File: config.mk
export PLATFORM = sky130hd
export DESIGN_NAME = adc_conv_sequencer
export DESIGN_NICKNAME = d
export VERILOG_FILES = /design/src/rtl/adc_conv_sequencer_pkg.sv /design/src/rtl/adc_conv_sequencer_fifo.sv /design/src/rtl/adc_conv_sequencer.sv
export SDC_FILE = /design/constraint.sdc
export NUM_CORES = 1
export LEC_CHECK = 0
export BUFFER_PORTS_ARGS = -buffer_cell sky130_fd_sc_hd__buf_2
export CAP_MARGIN = 20
export CORE_ASPECT_RATIO = 1.2
export CORE_UTILIZATION = 59
export DETAILED_ROUTE_END_ITERATION = 10
export PLACE_DENSITY = 0.8
export SLEW_MARGIN = 20
export SYNTH_ARGS = -nofsm -noshare
export SYNTH_HDL_FRONTEND = slang
export SYNTH_SLANG_ARGS = --single-unit
File: constraint.sdc
create_clock -name i_clk_dig -period 3 [get_ports i_clk_dig]
set_input_delay 0.6 -clock i_clk_dig [delete_from_list [all_inputs] [get_ports i_clk_dig]]
set_output_delay 0.6 -clock i_clk_dig [all_outputs]
set_load 0.05 [all_outputs]
File: src/rtl/adc_conv_sequencer_pkg.sv
// Shared types and constants for the ADC conversion sequencer.
// Holds the FSM state encoding, synchroniser depth and default timeout.
package adc_conv_sequencer_pkg;

    typedef enum logic [2:0] {
        ST_IDLE    = 3'd0,
        ST_START   = 3'd1,
        ST_WAIT    = 3'd2,
        ST_CAPTURE = 3'd3,
        ST_GAP     = 3'd4,
        ST_RECOVER = 3'd5
    } seq_state_e;

    localparam int SYNC_DEPTH      = 2;
    localparam int DEFAULT_TIMEOUT = 4095;
    localparam int RESULT_W        = 16;

endpackage

File: src/rtl/adc_conv_sequencer_fifo.sv
// Synchronous result FIFO with level/full/empty status.
// A push into a full FIFO is accepted only when a pop happens in the same cycle.
module adc_conv_sequencer_fifo
    import adc_conv_sequencer_pkg::*;
#(
    parameter int WIDTH = RESULT_W,
    parameter int DEPTH = 4
) (
    input  logic                     i_clk,
    input  logic                     i_rst_n,
    input  logic                     i_push,
    input  logic [WIDTH-1:0]         i_wdata,
    input  logic                     i_pop,
    output logic [WIDTH-1:0]         o_rdata,
    output logic                     o_full,
    output logic                     o_empty,
    output logic [$clog2(DEPTH):0]   o_level
);

    localparam int AW = $clog2(DEPTH);
    localparam int LW = $clog2(DEPTH) + 1;

    logic [WIDTH-1:0] r_mem [DEPTH];
    logic [AW-1:0]    r_wr_ptr;
    logic [AW-1:0]    r_rd_ptr;
    logic [LW-1:0]    r_level;
    logic             w_full;
    logic             w_empty;
    logic             w_do_push;
    logic             w_do_pop;

    assign w_full    = (r_level == LW'(DEPTH));
    assign w_empty   = (r_level == {LW{1'b0}});
    assign w_do_pop  = i_pop & ~w_empty;
    assign w_do_push = i_push & (~w_full | w_do_pop);

    // Storage, wrapping pointers and occupancy count.
    always_ff @(posedge i_clk or negedge i_rst_n) begin
        if (!i_rst_n) begin
            for (int i = 0; i < DEPTH; i++) begin
                r_mem[i] <= {WIDTH{1'b0}};
            end
            r_wr_ptr <= {AW{1'b0}};
            r_rd_ptr <= {AW{1'b0}};
            r_level  <= {LW{1'b0}};
        end else begin
            if (w_do_push) begin
                r_mem[r_wr_ptr] <= i_wdata;
                r_wr_ptr        <= r_wr_ptr + AW'(1);
            end
            if (w_do_pop) begin
                r_rd_ptr <= r_rd_ptr + AW'(1);
            end
            case ({w_do_push, w_do_pop})
                2'b10:   r_level <= r_level + LW'(1);
                2'b01:   r_level <= r_level - LW'(1);
                default: r_level <= r_level;
            endcase
        end
    end

    assign o_rdata = r_mem[r_rd_ptr];
    assign o_full  = w_full;
    assign o_empty = w_empty;
    assign o_level = r_level;

endmodule

File: src/rtl/adc_conv_sequencer.sv
// SAR ADC front-end: issues single-shot or periodic conversions, waits for the
// macro's finished flag (with timeout) and buffers results in a small FIFO.
module adc_conv_sequencer
    import adc_conv_sequencer_pkg::*;
#(
    parameter int FIFO_DEPTH = 4,
    parameter int PERIOD_W   = 16,
    parameter int TIMEOUT    = DEFAULT_TIMEOUT
) (
    input  logic                        i_clk_dig,
    input  logic                        i_rst_n,
    input  logic                        i_enable,
    input  logic                        i_continuous,
    input  logic                        i_single_shot,
    input  logic [PERIOD_W-1:0]         i_period,
    output logic                        o_start_conversion_out,
    input  logic                        i_conversion_finished_in,
    input  logic [RESULT_W-1:0]         i_result_in,
    output logic                        o_rd_valid,
    input  logic                        i_rd_ready,
    output logic [RESULT_W-1:0]         o_rd_data,
    output logic [$clog2(FIFO_DEPTH):0] o_fifo_level,
    output logic                        o_busy,
    output logic                        o_overflow,
    output logic                        o_timeout_err,
    input  logic                        i_err_clr
);

    localparam int TO_W = $clog2(TIMEOUT + 1);

    seq_state_e              r_state;
    logic                    r_start;
    logic                    r_busy;
    logic [TO_W-1:0]         r_to_cnt;
    logic [PERIOD_W-1:0]     r_period_cnt;
    logic [SYNC_DEPTH-1:0]   r_fin_sync;
    logic                    r_fin_prev;
    logic                    r_overflow;
    logic                    r_timeout_err;

    logic                    w_fin_rise;
    logic                    w_run_cont;
    logic                    w_to_hit;
    logic                    w_push;
    logic                    w_pop;
    logic                    w_fifo_full;
    logic                    w_fifo_empty;

    assign w_fin_rise = r_fin_sync[SYNC_DEPTH-1] & ~r_fin_prev;
    assign w_run_cont = i_enable & i_continuous;
    assign w_to_hit   = (r_state == ST_WAIT) & ~w_fin_rise & (r_to_cnt == TO_W'(TIMEOUT - 1));
    assign w_push     = (r_state == ST_CAPTURE);
    assign w_pop      = i_rd_ready & ~w_fifo_empty;

    // Two-flop synchroniser for the macro's finished flag plus edge history.
    always_ff @(posedge i_clk_dig or negedge i_rst_n) begin
        if (!i_rst_n) begin
            r_fin_sync <= {SYNC_DEPTH{1'b0}};
            r_fin_prev <= 1'b0;
        end else begin
            r_fin_sync <= {r_fin_sync[SYNC_DEPTH-2:0], i_conversion_finished_in};
            r_fin_prev <= r_fin_sync[SYNC_DEPTH-1];
        end
    end

    // Conversion sequencer FSM with registered start/busy and its counters.
    always_ff @(posedge i_clk_dig or negedge i_rst_n) begin
        if (!i_rst_n) begin
            r_state      <= ST_IDLE;
            r_start      <= 1'b0;
            r_busy       <= 1'b0;
            r_to_cnt     <= {TO_W{1'b0}};
            r_period_cnt <= {PERIOD_W{1'b0}};
        end else begin
            case (r_state)
                ST_IDLE: begin
                    if (i_enable & (i_single_shot | i_continuous)) begin
                        r_state <= ST_START;
                        r_start <= 1'b1;
                        r_busy  <= 1'b1;
                    end
                end
                ST_START: begin
                    r_to_cnt <= {TO_W{1'b0}};
                    r_state  <= ST_WAIT;
                end
                ST_WAIT: begin
                    if (w_fin_rise) begin
                        r_state <= ST_CAPTURE;
                        r_start <= 1'b0;
                    end else if (w_to_hit) begin
                        r_state <= ST_RECOVER;
                        r_start <= 1'b0;
                    end else begin
                        r_to_cnt <= r_to_cnt + TO_W'(1);
                    end
                end
                ST_CAPTURE: begin
                    // The CAPTURE cycle itself is the first low cycle of the gap.
                    if (!w_run_cont) begin
                        r_state <= ST_IDLE;
                        r_busy  <= 1'b0;
                    end else if (i_period <= PERIOD_W'(1)) begin
                        r_state <= ST_START;
                        r_start <= 1'b1;
                    end else begin
                        r_state      <= ST_GAP;
                        r_period_cnt <= i_period - PERIOD_W'(2);
                    end
                end
                ST_GAP: begin
                    if (!w_run_cont) begin
                        r_state <= ST_IDLE;
                        r_busy  <= 1'b0;
                    end else if (r_period_cnt == {PERIOD_W{1'b0}}) begin
                        r_state <= ST_START;
                        r_start <= 1'b1;
                    end else begin
                        r_period_cnt <= r_period_cnt - PERIOD_W'(1);
                    end
                end
                ST_RECOVER: begin
                    r_state <= ST_IDLE;
                    r_busy  <= 1'b0;
                end
                default: begin
                    r_state <= ST_IDLE;
                    r_start <= 1'b0;
                    r_busy  <= 1'b0;
                end
            endcase
        end
    end

    // Sticky error flags; a new error wins over a clear in the same cycle.
    always_ff @(posedge i_clk_dig or negedge i_rst_n) begin
        if (!i_rst_n) begin
            r_overflow    <= 1'b0;
            r_timeout_err <= 1'b0;
        end else begin
            if (w_push & w_fifo_full & ~w_pop) begin
                r_overflow <= 1'b1;
            end else if (i_err_clr) begin
                r_overflow <= 1'b0;
            end
            if (w_to_hit) begin
                r_timeout_err <= 1'b1;
            end else if (i_err_clr) begin
                r_timeout_err <= 1'b0;
            end
        end
    end

    adc_conv_sequencer_fifo #(
        .WIDTH (RESULT_W),
        .DEPTH (FIFO_DEPTH)
    ) u_fifo (
        .i_clk   (i_clk_dig),
        .i_rst_n (i_rst_n),
        .i_push  (w_push),
        .i_wdata (i_result_in),
        .i_pop   (w_pop),
        .o_rdata (o_rd_data),
        .o_full  (w_fifo_full),
        .o_empty (w_fifo_empty),
        .o_level (o_fifo_level)
    );

    assign o_start_conversion_out = r_start;
    assign o_busy                 = r_busy;
    assign o_rd_valid             = ~w_fifo_empty;
    assign o_overflow             = r_overflow;
    assign o_timeout_err          = r_timeout_err;

endmodule

Word level (Yosys, flattened, before mapping) --
Index checks and enable logic that the tools add are counted.
Cells by class: magnitude comparators 4, reduce and logical (&&, ||, !) cells 17, bitwise gates (word level) 21, mux-type cells 36, eq/ne operators 21, add/sub/neg operators 7
Operators by type and width (count):
- $mux W16 | 7
- $bwmux W64 | 1
- $bmux W16 S2 | 1
- $demux W16 S2 | 1
- $pmux W16 S2 | 1
- $mux W12 | 2
- $pmux W12 S2 | 1
- $mux W3 | 7
- $ne A2 B2 Y1 const B | 10
- $le A16 B1 Y1 const B | 1
- $logic_not A16 Y1 | 1
- $sub A16 B1 Y16 const B | 1
- $sub A16 B2 Y16 const B | 1
- $pmux W3 S5 | 1
- $add A12 B1 Y12 const B | 1
- $eq A12 B12 Y1 const B | 1
- $mux W1 | 11
- $and A1 B1 Y1 | 10
- $reduce_bool A2 Y1 | 5
- $eq A3 B3 Y1 const B | 3
- $reduce_and A3 Y1 | 3
- $not A1 Y1 | 7
- $reduce_and A7 Y1 | 1
- $eq A3 B2 Y1 const B | 2
- other kinds (18) | 26
Storage, ports and cells: word-level logic and storage cells 122, output and inout bits 24, input bits 40, bits in registers 109

Logic depth before layout (Yosys ltp) --
Gate-level depths: netlist (run 1).
word-level depth 8, depth in mapped cells 11, depth with buffers taken out 9

Modules after synthesis --
A second synthesis (run 1) with hierarchy kept.
Unflattened totals: cell total of the unflattened synthesis 479, area, all modules 5728.0 um2
By module, submodules not included:
- adc_conv_sequencer_fifo | cells an instance 193, times used 1, area an instance 3194.3 um2
- adc_conv_sequencer | cells an instance 286, times used 1, area an instance 2533.7 um2

Worst setup path after synthesis (run 1) --
OpenSTA, ideal clock, no wires.
path type register to register, start register u_fifo.r_level[1], in the netlist u_fifo.o_level[1], end register u_fifo.r_level[2], in the netlist u_fifo.o_level[2], buffers on the path 1, stages on the path, launching flop included 11, path slack 0.452 ns, setup time 0.082 ns, required time 2.918 ns, arrival time 2.466 ns, path through dfrtp_1 > or4b_1 > nor2b_1 > buf_2 > inv_1 > ha_1 > inv_1 > fa_1 > xor2_1 > nor2_1 > xor2_1
Between the ends: cells in the longest elaborated chain, start to end 8
Ends and longest elaborated chain:
- start: declaration | line adc_conv_sequencer_fifo.sv:26 | logic [LW-1:0] r_level;
- start signal: assignment | line adc_conv_sequencer_fifo.sv:45 | r_level <= {LW{1'b0}};
- start signal: assignment | line adc_conv_sequencer_fifo.sv:55 | 2'b10: r_level <= r_level + LW'(1);
- start signal: assignment | line adc_conv_sequencer_fifo.sv:56 | 2'b01: r_level <= r_level - LW'(1);
- $logic_not A3 Y1 | line adc_conv_sequencer_fifo.sv:33 | assign w_empty = (r_level == {LW{1'b0}});
- $not A1 Y1 | line adc_conv_sequencer_fifo.sv:34, adc_conv_sequencer.sv:53
- $and A1 B1 Y1 | line adc_conv_sequencer.sv:53 | assign w_pop = i_rd_ready & ~w_fifo_empty;
- $and A1 B1 Y1 | line adc_conv_sequencer_fifo.sv:34 | assign w_do_pop = i_pop & ~w_empty;
- $or A1 B1 Y1 | line adc_conv_sequencer_fifo.sv:35 | assign w_do_push = i_push & (~w_full | w_do_pop);
- $and A1 B1 Y1 | line adc_conv_sequencer_fifo.sv:35
- $eq A2 B1 Y1 / $eq A2 B2 Y1 (equally long branches) | line adc_conv_sequencer_fifo.sv:54 | case ({w_do_push, w_do_pop})
- $pmux W3 S2 / $reduce_bool A2 Y1 (equally long branches)
Parallel ways exist; a longest one is shown, timed or not. A chain may end at the register's enable or synchronous reset.

Worst setup path in the final report (run 1) --
start register r_period_cnt[0], end register r_period_cnt[13]
Between the ends: cells in the longest elaborated chain, start to end 4
Ends and longest elaborated chain:
- start: declaration | line adc_conv_sequencer.sv:35 | logic [PERIOD_W-1:0] r_period_cnt;
- start signal: assignment | line adc_conv_sequencer.sv:73 | r_period_cnt <= {PERIOD_W{1'b0}};
- start signal: assignment | line adc_conv_sequencer.sv:108 | r_period_cnt <= i_period - PERIOD_W'(2);
- start signal: assignment | line adc_conv_sequencer.sv:119 | r_period_cnt <= r_period_cnt - PERIOD_W'(1);
- $sub A16 B1 Y16 | line adc_conv_sequencer.sv:119
- $mux W16 | line adc_conv_sequencer.sv:115 | end else if (r_period_cnt == {PERIOD_W{1'b0}}) begin
- $mux W16 | line adc_conv_sequencer.sv:112 | if (!w_run_cont) begin
- $pmux W16 S2 | line adc_conv_sequencer.sv:75 | case (r_state)
Parallel ways exist; a longest one is shown, timed or not. The select of a mux whose other input is x is not followed.

==> Flow_metrics.wiki, run 1 <==
{| class="wikitable"
! Metric !! Value
|-
| Result of the run || completed
|-
| Highest-count cells in the layout ignoring fill and taps || sky130_fd_sc_hd__dfrtp_1 (109), sky130_fd_sc_hd__mux2_2 (64), sky130_fd_sc_hd__buf_2 (62)
|-
| GRT met1 Usage || between 30% and 40%
|-
| Clock latency on the worst-skew pair || 0.38 ns
|-
| Detail-routed via count per cell || 6.04
|-
| Number of violations reported at the end of detailed-routing iteration 0 || 200
|-
| Worst Setup End Kind || flip-flop
|-
| Post-placement cell count || about 660
|-
| Global-route wire length before repair || 19.3 mm
|-
| Final Cycle Share || 85.4%
|-
| CP Class || reg2reg
|-
| Number of flops mapped to enable cells by yosys || 0
|-
| Synthesis-to-layout area growth || 11.4%
|-
| Worst min-delay path category || in2async
|-
| Setup clock skew after layout || approximately 0.010 ns
|-
| Flip-flop and latch count after synthesis || 109
|-
| Most crowded layer after global routing || met2
|-
| CTS Hold Bufs || 0
|-
| Number of clock sinks || 109
|-
| Most common cell after layout, fill and taps aside || sky130_fd_sc_hd__dfrtp_1
|-
| Ys Warns || 0
|-
| Post-cts repair resize count || 0
|-
| Count of endpoints failing hold in the final timing report || 0
|-
| Fill cell total of the finished layout || between 600 and 700
|-
| Num CTS Buffers || 9
|-
| Cell breakdown of the critical path || inv_1 -> ha_1 -> or4b_1 -> nor4_4 -> and2_0 -> nor2_1 -> a22o_1
|-
| Yosys cell types || 64
|-
| Net count, final || 597
|-
| Comb power frac || between 40% and 50%
|-
| Net switching power of the design || 2880 uW
|-
| TritonCTS clock tree || built
|-
| Effective utilization at floorplan || between 60% and 70%
|-
| Per-instance average area after synthesis || 11.6 um^2
|-
| Row count || 38
|-
| Residual DRC count || 0
|-
| Fraction of layout cells with a size suffix above 1 || between 30% and 40%
|-
| Synth top area share || 48.3%
|-
| Core region area || a little over 9000 um^2
|-
| Placer's final routability congestion estimate || approximately 0.87
|-
| Seq pwr share || a little under two fifths
|-
| Maxcap violations || 0
|-
| Synthesized area || approximately 5600 um^2
|-
| Avg WL per Cell || 16.9 um
|-
| Clock power frac || roughly an eighth
|-
| Leakage power of the design || 0.00275 uW
|-
| Async set-reset flop share out of synthesis || 100%
|-
| Antenna cell count || 0
|-
| Max incr delay on CP || approximately 0.6 ns
|-
| Clock root buffer || sky130_fd_sc_hd__clkbuf_8
|-
| CP max-delay cell || sky130_fd_sc_hd__or4b_1
|-
| Final setup fails || 0
|-
| Synthesized net count || about 540
|-
| Post-synth top area cell || sky130_fd_sc_hd__dfrtp_1
|-
| Synth area leaders || sky130_fd_sc_hd__dfrtp_1 (48%), sky130_fd_sc_hd__mux2_2 (13%), sky130_fd_sc_hd__mux4_2 (6.4%)
|-
| Via count of the first global-routing pass || around 4200
|-
| CP top delay family || simple AND/OR/NAND/NOR gates
|-
| Instance count of the mapped netlist || about 490
|-
| Routed Wire Length || between 10 and 15 mm
|-
| Transition time at the pin with the least slew margin || roughly 0.82 ns
|-
| Fmax || between 300 and 400 MHz
|-
| Total negative setup slack || 0 ns
|-
| Initial antenna violation count || 0
|-
| Area enclosed by the die boundary || 9970 um^2
|-
| Setup repair bufs after CTS || 0
|-
| Final HPWL from detailed placement || 7.98 mm
|-
| Max-slew violation total from the final report || 0
|-
| Die outline height || between 100 and 150 um
|-
| CTS H-tree lvls || 3
|-
| Setup crit start kind || flip-flop
|-
| Largest net degree at the start of global routing || just under 60
|-
| GR met3 Demand/Resource || approximately 4.7%
|-
| Number of nets with antenna violations after detailed routing || 0
|-
| Worst-case clock buffer depth || 2
|-
| PwrDens || between 1000 and 1500 nW/um^2
|-
| Overall fraction of global-route tracks in use || 24.9%
|-
| Area of the multi-input gates || between 2000 and 3000 um^2
|-
| Data arrival time of the critical path || 2.84 ns
|-
| Global routing met2 resource utilization || a little over two fifths
|-
| Minimum clock period after layout || 2.56 ns
|-
| Setup repair after global routing missed its margin || no
|-
| Count of buffering cells on the critical path with inverters included || 1
|-
| Number of primary I/O pins || 64
|-
| Slew Limit Headroom || a little under half
|-
| Maximum vdd drop || about 0.76 mV
|-
| X dimension of the die || a little over 90 um
|-
| Area of all sequential standard cells || 2730 um^2
|-
| Non-filler cells in the finished layout || 672
|-
| Leftover overflow at the end of global routing || 0
|-
| Register area share after synthesis || 48.3%
|-
| Via count || about 4000
|-
| Clock transition at path regs || 0.11 ns
|-
| Detailed Routing Iterations Pass 1 || 4
|-
| Switching share of power || around 43%
|-
| Critical Path RT || about 3.3 ns
|-
| Ys flop type || sky130_fd_sc_hd__dfrtp_1
|-
| Highest fanout seen on the critical path || 11
|-
| Cell-internal power || between 3000 and 4000 uW
|-
| Count of input and output buffers || between 60 and 70
|}
==> sequential cells by signal, indices dropped and copies added (netlist names) <==
signal / cells
r_state: 3
u_fifo.o_level: 3
o_start_conversion_out: 1
r_fin_sync: 2
o_timeout_err: 1
r_to_cnt: 12
o_overflow: 1
u_fifo.r_rd_ptr: 2
u_fifo.r_wr_ptr: 2
o_busy: 1
r_period_cnt: 16
r_fin_prev: 1
u_fifo.r_mem: 64
==> power by group through the flow <==
stage	sequential, uW	combinational (uW)	clock, uW
3_5_place_dp	2580	3240	0
6_report	2550	3210	875
2_1_floorplan	2530	2520	0
5_1_grt	2640	3450	950
3_3_place_gp	2510	3150	0
4_1_cts	2540	3250	885
==> synth_stat cells, types with 3 or more instances <==
cell type and n:
sky130_fd_sc_hd__clkbuf_1 11, sky130_fd_sc_hd__a31oi_1 8, sky130_fd_sc_hd__mux2_2 64, sky130_fd_sc_hd__or4_1 4, sky130_fd_sc_hd__dfrtp_1 109, sky130_fd_sc_hd__xor2_1 8
sky130_fd_sc_hd__a21o_1 4, sky130_fd_sc_hd__o31ai_1 4, sky130_fd_sc_hd__nand3_1 20, sky130_fd_sc_hd__mux4_2 16, sky130_fd_sc_hd__o21ai_0 26, sky130_fd_sc_hd__a21oi_1 18
sky130_fd_sc_hd__nand2_2 4, sky130_fd_sc_hd__nor2_1 28, sky130_fd_sc_hd__nor3_1 10, sky130_fd_sc_hd__ha_1 9, sky130_fd_sc_hd__nor4_1 7, sky130_fd_sc_hd__or3_1 6
sky130_fd_sc_hd__o41ai_1 3, sky130_fd_sc_hd__buf_2 9, sky130_fd_sc_hd__inv_1 15, sky130_fd_sc_hd__nand4_1 5, sky130_fd_sc_hd__nand3b_1 4, sky130_fd_sc_hd__and3_1 3
sky130_fd_sc_hd__xnor2_1 16, sky130_fd_sc_hd__nand2b_1 3, sky130_fd_sc_hd__nand2_1 25
==> through the flow <==
stage,hold slack [ns],instance area [um^2],worst slack (ns),total power [uW],util (%)
2_1_floorplan,0.304,5650,0.452,5060,-
3_3_place_gp,0.333,6100,0.406,5660,66.4
5_1_grt,0.317,6290,0.147,7030,68.6
3_5_place_dp,0.337,6100,0.319,5810,66.4
6_report,0.269,6290,0.437,6640,68.6
4_1_cts,0.297,6290,0.457,6670,68.6
==> cells by family (layout without fill, tap and decap cells) <==
kind of cell,after synthesis,count (layout),synth area share (%)
xor gates and xnor gates,24,24,3.72
buffers and inverters,37,103,2.79
AOI/OAI and AO/OA,85,85,9.46
DFF,109,109,48.3
and+or+nand+nor,140,140,14.0
adders and majority gates,10,10,2.35
muxes,81,81,19.3
==> final cells by class <==
type / count / share of cell area, %
clock buffers: 11 / 2.41
inverters: 15 / 0.895
clock inverters: 5 / 0.676
flip-flops and latches: 109 / 43.4
multi-input cells: 340 / 44.0
well taps: 120 / 2.39
repair buffers: 72 / 6.32
==> final timing paths <==
kind | start | end | slack (ns) | depth (start not counted)
setup / recovery | r_period_cnt[0] | r_period_cnt[13] | 0.44 | 7
hold / removal | i_rst_n | r_period_cnt[11] | 0.27 | 1
setup reg to reg | r_period_cnt[0] | r_period_cnt[13] | 0.44 | 7
hold reg to reg | r_fin_sync[0] | r_fin_sync[1] | 0.36 | 0
max in group asynchronous | i_rst_n | r_to_cnt[11] | 1.99 | 2
min in group i_clk_dig | i_conversion_finished_in | r_fin_sync[0] | 0.33 | 1
==> worst register-to-register path: cells and delay by family, from the launching register on <==
kind	cells	cell delay (ns)
buffers and inverters	1	0.11
and+or+nand+nor	4	1.47
DFF	1	0.40
adders and majority gates	1	0.23
AOI/OAI and AO/OA	1	0.27
==> per-layer routing <==
metal / part of all wire [%] / vias up
li1: - / 1916
met1: 43 / 2013
met2: 51 / 113
met3: 4.0 / 16
met4: 1.7 / 0
met5: 0 / -
Note: power is estimated with default switching activity, not from simulation.
==> run 2, diff against run 1 <==
--- a/config.mk
+++ b/config.mk
@@ -7,10 +7,12 @@
 export LEC_CHECK = 0
 export BUFFER_PORTS_ARGS = -buffer_cell sky130_fd_sc_hd__buf_2
 export CAP_MARGIN = 20
+export CELL_PAD_IN_SITES_DETAIL_PLACEMENT = 2
+export CELL_PAD_IN_SITES_GLOBAL_PLACEMENT = 2
 export CORE_ASPECT_RATIO = 1.2
-export CORE_UTILIZATION = 59
+export CORE_UTILIZATION = 39
 export DETAILED_ROUTE_END_ITERATION = 10
-export PLACE_DENSITY = 0.8
+export PLACE_DENSITY_LB_ADDON = 0.1
 export SLEW_MARGIN = 20
 export SYNTH_ARGS = -nofsm -noshare
 export SYNTH_HDL_FRONTEND = slang
==> run 2 against run 1 <==
Compared with the run above: the run now ends with design-rule violations left; clock skew fell by 0.0012 ns; clock power rose by 44%; sequential power rose by 2%; clock-buffer cell count fell by 1; first-iteration DRC count fell by 19%; via count rose by 3.5%; final cell count rose by 8.3%; highest routed layer unchanged.
==> Flow_metrics.wiki, run 2 (synthesis results as in run 1) <==
{| class="wikitable"
! Metric !! Value
|-
| Count of buffering cells on the critical path with inverters included || 1 (unchanged)
|-
| Net switching power of the design || 3110 uW (+7.9%)
|-
| Synthesis-to-layout area growth || 15.2%
|-
| Fraction of layout cells with a size suffix above 1 || 33.8% (+0.42 points)
|-
| Antenna cell count || 0 (unchanged)
|-
| Max-slew violation total from the final report || 0 (unchanged)
|-
| CP Class || reg2reg
|-
| Area of the multi-input gates || 2770 um^2 (unchanged)
|-
| Critical Path RT || 3.22 ns (-0.05 ns)
|-
| Result of the run || complete, but fails checks
|-
| Comb power frac || 46.2% (-2.2 points)
|-
| Residual DRC count || 3 (+3)
|-
| Reg2reg path depth || 7 (unchanged)
|-
| Clock latency on the worst-skew pair || 0.36 ns (-0.02 ns)
|-
| Count of endpoints failing hold in the final timing report || 0 (unchanged)
|-
| Worst Setup End Kind || flip-flop
|-
| CTS H-tree lvls || 3 (unchanged)
|-
| Worst min-delay path category || in2async
|-
| Detailed Routing Iterations Pass 1 || 7 (+3)
|-
| Total negative setup slack || 0 ns (unchanged)
|-
| Clock power frac || 17.6% (+4.4 points)
|-
| Crit Reg-Reg Endpoint || r_period_cnt[9]
|-
| Leftover overflow at the end of global routing || 0 (unchanged)
|-
| Row count || 47 (+24%)
|-
| PwrDens || 1110 nW/um^2 (+4.7%)
|-
| X dimension of the die || 112 um (+22%)
|-
| Cell-internal power || 4090 uW (+8.6%)
|-
| Data arrival time of the critical path || 2.81 ns (-0.03 ns)
|-
| Setup repair after global routing missed its margin || no
|-
| Worst reg2reg path startpoint || r_period_cnt[0]
|-
| Number of clock sinks || 109 (unchanged)
|-
| Clock root buffer || sky130_fd_sc_hd__clkbuf_16
|-
| Count of input and output buffers || 63 (unchanged)
|-
| Worst-case clock buffer depth || 2 (unchanged)
|-
| Num CTS Buffers || 9 (unchanged)
|-
| Effective utilization at floorplan || 40.5% (-21 points)
|-
| Global-route wire length before repair || 25.8 mm (+33%)
|-
| Largest net degree at the start of global routing || 50 (-14%)
|-
| Slew Limit Headroom || 33.1% (-12 points)
|-
| Cell breakdown of the critical path || inv_1 -> ha_1 -> or4b_1 -> nor4_4 -> nand2_1 -> nand2_1 -> o21ai_0
|-
| Highest-count cells in the layout ignoring fill and taps || sky130_fd_sc_hd__dfrtp_1 (109), sky130_fd_sc_hd__mux2_2 (64), sky130_fd_sc_hd__buf_2 (62)
|-
| Avg WL per Cell || 21.2 um (+26%)
|-
| Final Cycle Share || 86.3% (+0.86 points)
|-
| Register with the highest flop count || u_fifo.r_mem
|-
| Transition time at the pin with the least slew margin || 1.00 ns (+0.182 ns)
|-
| Minimum clock period after layout || 2.59 ns (+0.0258 ns)
|-
| Highest fanout seen on the critical path || 11 (unchanged)
|-
| Most common cell after layout, fill and taps aside || sky130_fd_sc_hd__dfrtp_1
|-
| Setup crit start kind || flip-flop
|-
| Core region area || 13900 um^2 (+52%)
|-
| Initial antenna violation count || 0 (unchanged)
|-
| Largest register FFs || 64 (unchanged)
|-
| Maximum vdd drop || 0.672 mV (-12%)
|-
| CTS Hold Bufs || 0 (unchanged)
|-
| Via count of the first global-routing pass || 4805 (+16%)
|-
| Crit. path cell count || 7 (unchanged)
|-
| Die outline height || 134 um (+23%)
|-
| Number of primary I/O pins || 64 (unchanged)
|-
| Leakage power of the design || 0.00282 uW (+2.6%)
|-
| CP max-delay cell || sky130_fd_sc_hd__or4b_1
|-
| Number of violations reported at the end of detailed-routing iteration 0 || 162 (-19%)
|-
| Detail-routed via count per cell || 5.77 (-4.5%)
|-
| Fill cell total of the finished layout || 1425 (+110%)
|-
| Routed Wire Length || 15.5 mm (+36%)
|-
| Largest registers in the final layout || u_fifo.r_mem (64), r_period_cnt (16), r_to_cnt (12)
|-
| Setup clock skew after layout || 0.00893 ns (-0.00123 ns)
|-
| Non-filler cells in the finished layout || 728 (+8.3%)
|-
| Final setup fails || 0 (unchanged)
|-
| Setup repair bufs after CTS || 0 (unchanged)
|-
| Fmax || 386 MHz (-1.0%)
|-
| Overall fraction of global-route tracks in use || 22.3% (-2.6 points)
|-
| Post-cts repair resize count || 0 (unchanged)
|-
| Area of all sequential standard cells || 2730 um^2 (unchanged)
|-
| Maxcap violations || 0 (unchanged)
|-
| Placer's final routability congestion estimate || 0.742 (-14%)
|-
| Most frequent cell on the critical path || sky130_fd_sc_hd__nand2_1
|-
| Number of nets with antenna violations after detailed routing || 0 (unchanged)
|-
| Clock transition at path regs || 0.08 ns (-0.03 ns)
|-
| Slack of the worst reg-to-reg path || 0.41 ns (-0.03 ns)
|-
| Seq pwr share || 36.2% (-2.2 points)
|-
| Post-placement cell count || 712 (+8.5%)
|-
| Final HPWL from detailed placement || 10.9 mm (+36%)
|-
| Failing checks || design-rule violations
|-
| CP top delay family || simple AND/OR/NAND/NOR gates
|-
| Net count, final || 602 (+0.84%)
|-
| Area enclosed by the die boundary || 15000 um^2 (+50%)
|-
| Via count || 4200 (+3.5%)
|-
| TritonCTS clock tree || built
|-
| Switching share of power || 43.2% (-0.17 points)
|-
| Max incr delay on CP || 0.61 ns (about the same)
|}
## run 2: metrics by stage
| step | hold slack [ns] | total power [uW] | worst slack (ns) | cell area, um^2 | util (%) |
|---|---|---|---|---|---|
| floorplan | 0.304 | 5060 | 0.452 | 5650 | - |
| global placement | 0.336 | 5770 | 0.350 | 6200 | 44.5 |
| detailed placement | 0.350 | 5990 | 0.278 | 6200 | 44.5 |
| CTS | 0.314 | 7300 | 0.391 | 6500 | 46.7 |
| global route | 0.333 | 7610 | 0.249 | 6500 | 46.7 |
| finish | 0.279 | 7190 | 0.411 | 6500 | 46.7 |
## run 2: routing by layer
| layer | GRT usage, % | vias to the layer above | share of wire [%] |
|---|---|---|---|
| met1 | 25.1 | 2214 | 40 |
| met4 | 5.63 | 0 | 0.67 |
| met3 | 4.02 | 7 | 2.9 |
| met5 | 0 | - | 0 |
| met2 | 43.1 | 55 | 57 |
| li1 | - | 1924 | - |
## run 2: layout make-up
| cell class | count | share of cell area, % |
|---|---|---|
| clock inverters | 6 | 1.19 |
| flip-flops and latches | 109 | 41.9 |
| multi-input cells | 340 | 42.5 |
| repair buffers | 77 | 6.69 |
| well taps | 171 | 3.29 |
| clock buffers | 10 | 3.52 |
| inverters | 15 | 0.866 |
## run 2: how the worst max path moves through the flow
stage / end / start
floorplan: u_fifo.o_level[2] / u_fifo.o_level[1]
global placement: u_fifo.o_level[2] / i_rd_ready
detailed placement: u_fifo.o_level[2] / i_rd_ready
CTS: r_period_cnt[9] / r_period_cnt[0]
global route: r_period_cnt[4] / r_period_cnt[0]
finish: r_period_cnt[9] / r_period_cnt[0]
## run 2: power groups by stage
stage	registers, uW	clock network, uW	logic [uW]
after floorplan	2530	0	2520
after CTS	2610	1300	3380
final	2610	1260	3320
after detailed placement	2630	0	3350
after global routing	2690	1350	3570
after global placement	2540	0	3230
==> run 3, diff against run 2 <==
==> constraint.sdc (replaced) <==
create_clock -name i_clk_dig -period 2.85 [get_ports i_clk_dig]
set_input_delay 0.57 -clock i_clk_dig [delete_from_list [all_inputs] [get_ports i_clk_dig]]
set_output_delay 0.57 -clock i_clk_dig [all_outputs]
set_load 0.05 [all_outputs]
==> run 3 against run 2 <==
Compared with the run above: the run still ends with design-rule violations left; sequential share of layout area decreased by 0.48 points; via count decreased by 0.71%; core utilization is 0.54 points higher; hold slack got worse by 0.096 ns; setup slack got worse by 0.0099 ns; clock skew down 0.0015 ns; non-clock buffer count grew 7; fmax grew 5.7%; first-iteration DRC count fell by 22%; sequential power up 3%; critical endpoint is now r_period_cnt[5]; highest routed layer unchanged.
==> Flow_metrics.wiki, run 3 (synthesis results as in run 1) <==
{| class="wikitable"
! Metric !! Value
|-
| Final Cycle Share || 85.9% (-0.37 points)
|-
| Count of endpoints failing hold in the final timing report || 0 (unchanged)
|-
| Setup repair after global routing missed its margin || no
|-
| Fmax || 408 MHz (+5.7%)
|-
| Setup clock skew after layout || 0.00746 ns (-0.00148 ns)
|-
| Transition time at the pin with the least slew margin || 0.995 ns (-0.00545 ns)
|-
| Core region area || 13900 um^2 (unchanged)
|-
| TritonCTS clock tree || built
|-
| Area of the multi-input gates || 2770 um^2 (unchanged)
|-
| Data arrival time of the critical path || 2.64 ns (-0.17 ns)
|-
| Global routing met2 resource utilization || 43.1% (-0.069 points)
|-
| Slew Limit Headroom || 33.4% (+0.36 points)
|-
| Synthesis-to-layout area growth || 16.6%
|-
| GRT met1 Usage || 25.6% (+0.52 points)
|-
| Final HPWL from detailed placement || 10.7 mm (-1.1%)
|-
| Number of primary I/O pins || 64 (unchanged)
|-
| Count of input and output buffers || 63 (unchanged)
|-
| Register with the highest flop count || u_fifo.r_mem
|-
| Number of nets with antenna violations after detailed routing || 0 (unchanged)
|-
| Net count, final || 609 (+1.2%)
|-
| Critical Path RT || 3.04 ns (-0.18 ns)
|-
| Non-filler cells in the finished layout || 735 (+0.96%)
|-
| Clock transition at path regs || 0.07 ns (about the same)
|-
| Leftover overflow at the end of global routing || 0 (unchanged)
|-
| Effective utilization at floorplan || 40.5% (unchanged)
|-
| Minimum clock period after layout || 2.45 ns (-0.140 ns)
|-
| X dimension of the die || 112 um (unchanged)
|-
| Largest registers in the final layout || u_fifo.r_mem (64), r_period_cnt (16), r_to_cnt (12)
|-
| Highest-count cells in the layout ignoring fill and taps || sky130_fd_sc_hd__dfrtp_1 (109), sky130_fd_sc_hd__mux2_2 (64), sky130_fd_sc_hd__buf_2 (62)
|-
| CP max-delay cell || sky130_fd_sc_hd__or4b_1
|-
| Avg WL per Cell || 21.1 um (-0.82%)
|-
| Largest net degree at the start of global routing || 73 (+46%)
|-
| Global-route wire length before repair || 26.0 mm (+0.75%)
|-
| Max-slew violation total from the final report || 0 (unchanged)
|-
| CTS H-tree lvls || 3 (unchanged)
|-
| Worst min-delay path category || in2async
|-
| Area of all sequential standard cells || 2730 um^2 (unchanged)
|-
| Routed Wire Length || 15.5 mm (+0.13%)
|-
| Setup repair bufs after CTS || 0 (unchanged)
|-
| Worst Setup End Kind || flip-flop
|-
| Initial antenna violation count || 0 (unchanged)
|-
| Area after DPL || 6250 um^2 (+0.85%)
|-
| Total negative setup slack || 0 ns (unchanged)
|-
| Leakage power of the design || 0.00287 uW (+1.7%)
|-
| Post-placement cell count || 719 (+0.98%)
|-
| PwrDens || 1170 nW/um^2 (+5.5%)
|-
| Via count of the first global-routing pass || 4839 (+0.71%)
|-
| Final setup fails || 0 (unchanged)
|-
| Number of clock sinks || 109 (unchanged)
|-
| Maxcap violations || 0 (unchanged)
|-
| Fill cell total of the finished layout || 1430 (+0.35%)
|-
| CP Class || reg2reg
|-
| Worst-case clock buffer depth || 2 (unchanged)
|-
| Failing checks || design-rule violations
|-
| Overall fraction of global-route tracks in use || 22.5% (+0.16 points)
|-
| Clock latency on the worst-skew pair || 0.35 ns (about the same)
|-
| GR met3 Demand/Resource || 4.11% (+0.090 points)
|-
| Die outline height || 134 um (unchanged)
|-
| Result of the run || complete, but fails checks
|-
| Clock root buffer || sky130_fd_sc_hd__clkbuf_16
|-
| Post-cts repair resize count || 0 (unchanged)
|-
| Antenna cell count || 0 (unchanged)
|-
| Residual DRC count || 3 (unchanged)
|-
| Post-Layout Inst Area || 6580 um^2 (+1.2%)
|-
| Number of violations reported at the end of detailed-routing iteration 0 || 126 (-22%)
|-
| Via count || 4170 (-0.71%)
|-
| Largest register FFs || 64 (unchanged)
|-
| Cell breakdown of the critical path || inv_1 -> ha_1 -> or4b_1 -> nor4_4 -> nand2_1 -> buf_4 -> a31oi_1 -> a21oi_1
|-
| Setup crit start kind || flip-flop
|-
| Detail-routed via count per cell || 5.67 (-1.7%)
|-
| Detailed Routing Iterations Pass 1 || 7 (unchanged)
|-
| Maximum vdd drop || 0.696 mV (+3.6%)
|-
| Most crowded layer after global routing || met2
|-
| Fraction of layout cells with a size suffix above 1 || 34.8% (+1.0 points)
|-
| Row count || 47 (unchanged)
|-
| CTS Hold Bufs || 0 (unchanged)
|-
| Area enclosed by the die boundary || 15000 um^2 (unchanged)
|-
| Num CTS Buffers || 9 (unchanged)
|-
| Max incr delay on CP || 0.54 ns (-0.07 ns)
|-
| Highest fanout seen on the critical path || 7 (-4)
|-
| Most common cell after layout, fill and taps aside || sky130_fd_sc_hd__dfrtp_1
|-
| Placer's final routability congestion estimate || 0.753 (+1.4%)
|}
-- run 3: changes by cell type in the layout (fill, tap and decap cells not counted) --
cell,previous run,this run
sky130_fd_sc_hd__clkbuf_1,1,0
sky130_fd_sc_hd__buf_4,14,21
sky130_fd_sc_hd__bufinv_16,1,2
sky130_fd_sc_hd__clkinv_2,0,1
sky130_fd_sc_hd__clkinv_4,1,0
-- run 3: layout make-up --
cell class	count	share of cell area, %
tap	171	3.25
inverter	15	0.856
clock inverter	7	1.58
timing repair buffer	84	7.42
sequential	109	41.5
clock buffer	9	3.42
multi-input combinational	340	42.0
-- run 3: power breakdown --
group / internal (uW) / leakage, uW / total, uW / switching, uW
Clock: 786 / 0.000160 / 1410 / 621
Combinational: 1400 / 0.00136 / 3570 / 2170
Sequential: 2230 / 0.00135 / 2700 / 477
-- run 3: path summary, 6_finish.rpt --
path	startpoint	to	slack, ns	cells past startpoint
max	r_period_cnt[0]	r_period_cnt[5]	0.40	8
min	i_rst_n	r_period_cnt[11]	0.18	1
max reg2reg	r_period_cnt[0]	r_period_cnt[5]	0.40	8
min reg2reg	r_fin_sync[0]	r_fin_sync[1]	0.36	0
max in group asynchronous	i_rst_n	u_fifo.r_mem[24]	1.89	2
min in group i_clk_dig	i_conversion_finished_in	r_fin_sync[0]	0.32	1
-- run 3: metal layers --
metal | vias to the layer above | wire length, um
li1 | 1932 | -
met4 | 0 | 173
met5 | - | 0
met3 | 13 | 449
met2 | 41 | 8700
met1 | 2184 | 6160
-- run 3: through the flow --
| stage | total power [uW] | hold slack [ns] | worst slack [ns] | util (%) |
|---|---|---|---|---|
| floorplan | 5320 | 0.274 | 0.302 | - |
| global placement | 6090 | 0.333 | 0.383 | 44.9 |
| detailed placement | 6330 | 0.338 | 0.327 | 44.9 |
| CTS | 7790 | 0.196 | 0.391 | 47.2 |
| global route | 8140 | 0.211 | 0.210 | 47.2 |
| finish | 7680 | 0.182 | 0.401 | 47.2 |
-- run 3: critical path, delay by kind of cell (launching register included) --
kind	cells	cell delay, ns
fa+ha+maj	1	0.24
flops	1	0.39
compound gates	2	0.25
buf+inv	2	0.36
simple gates	3	1.05
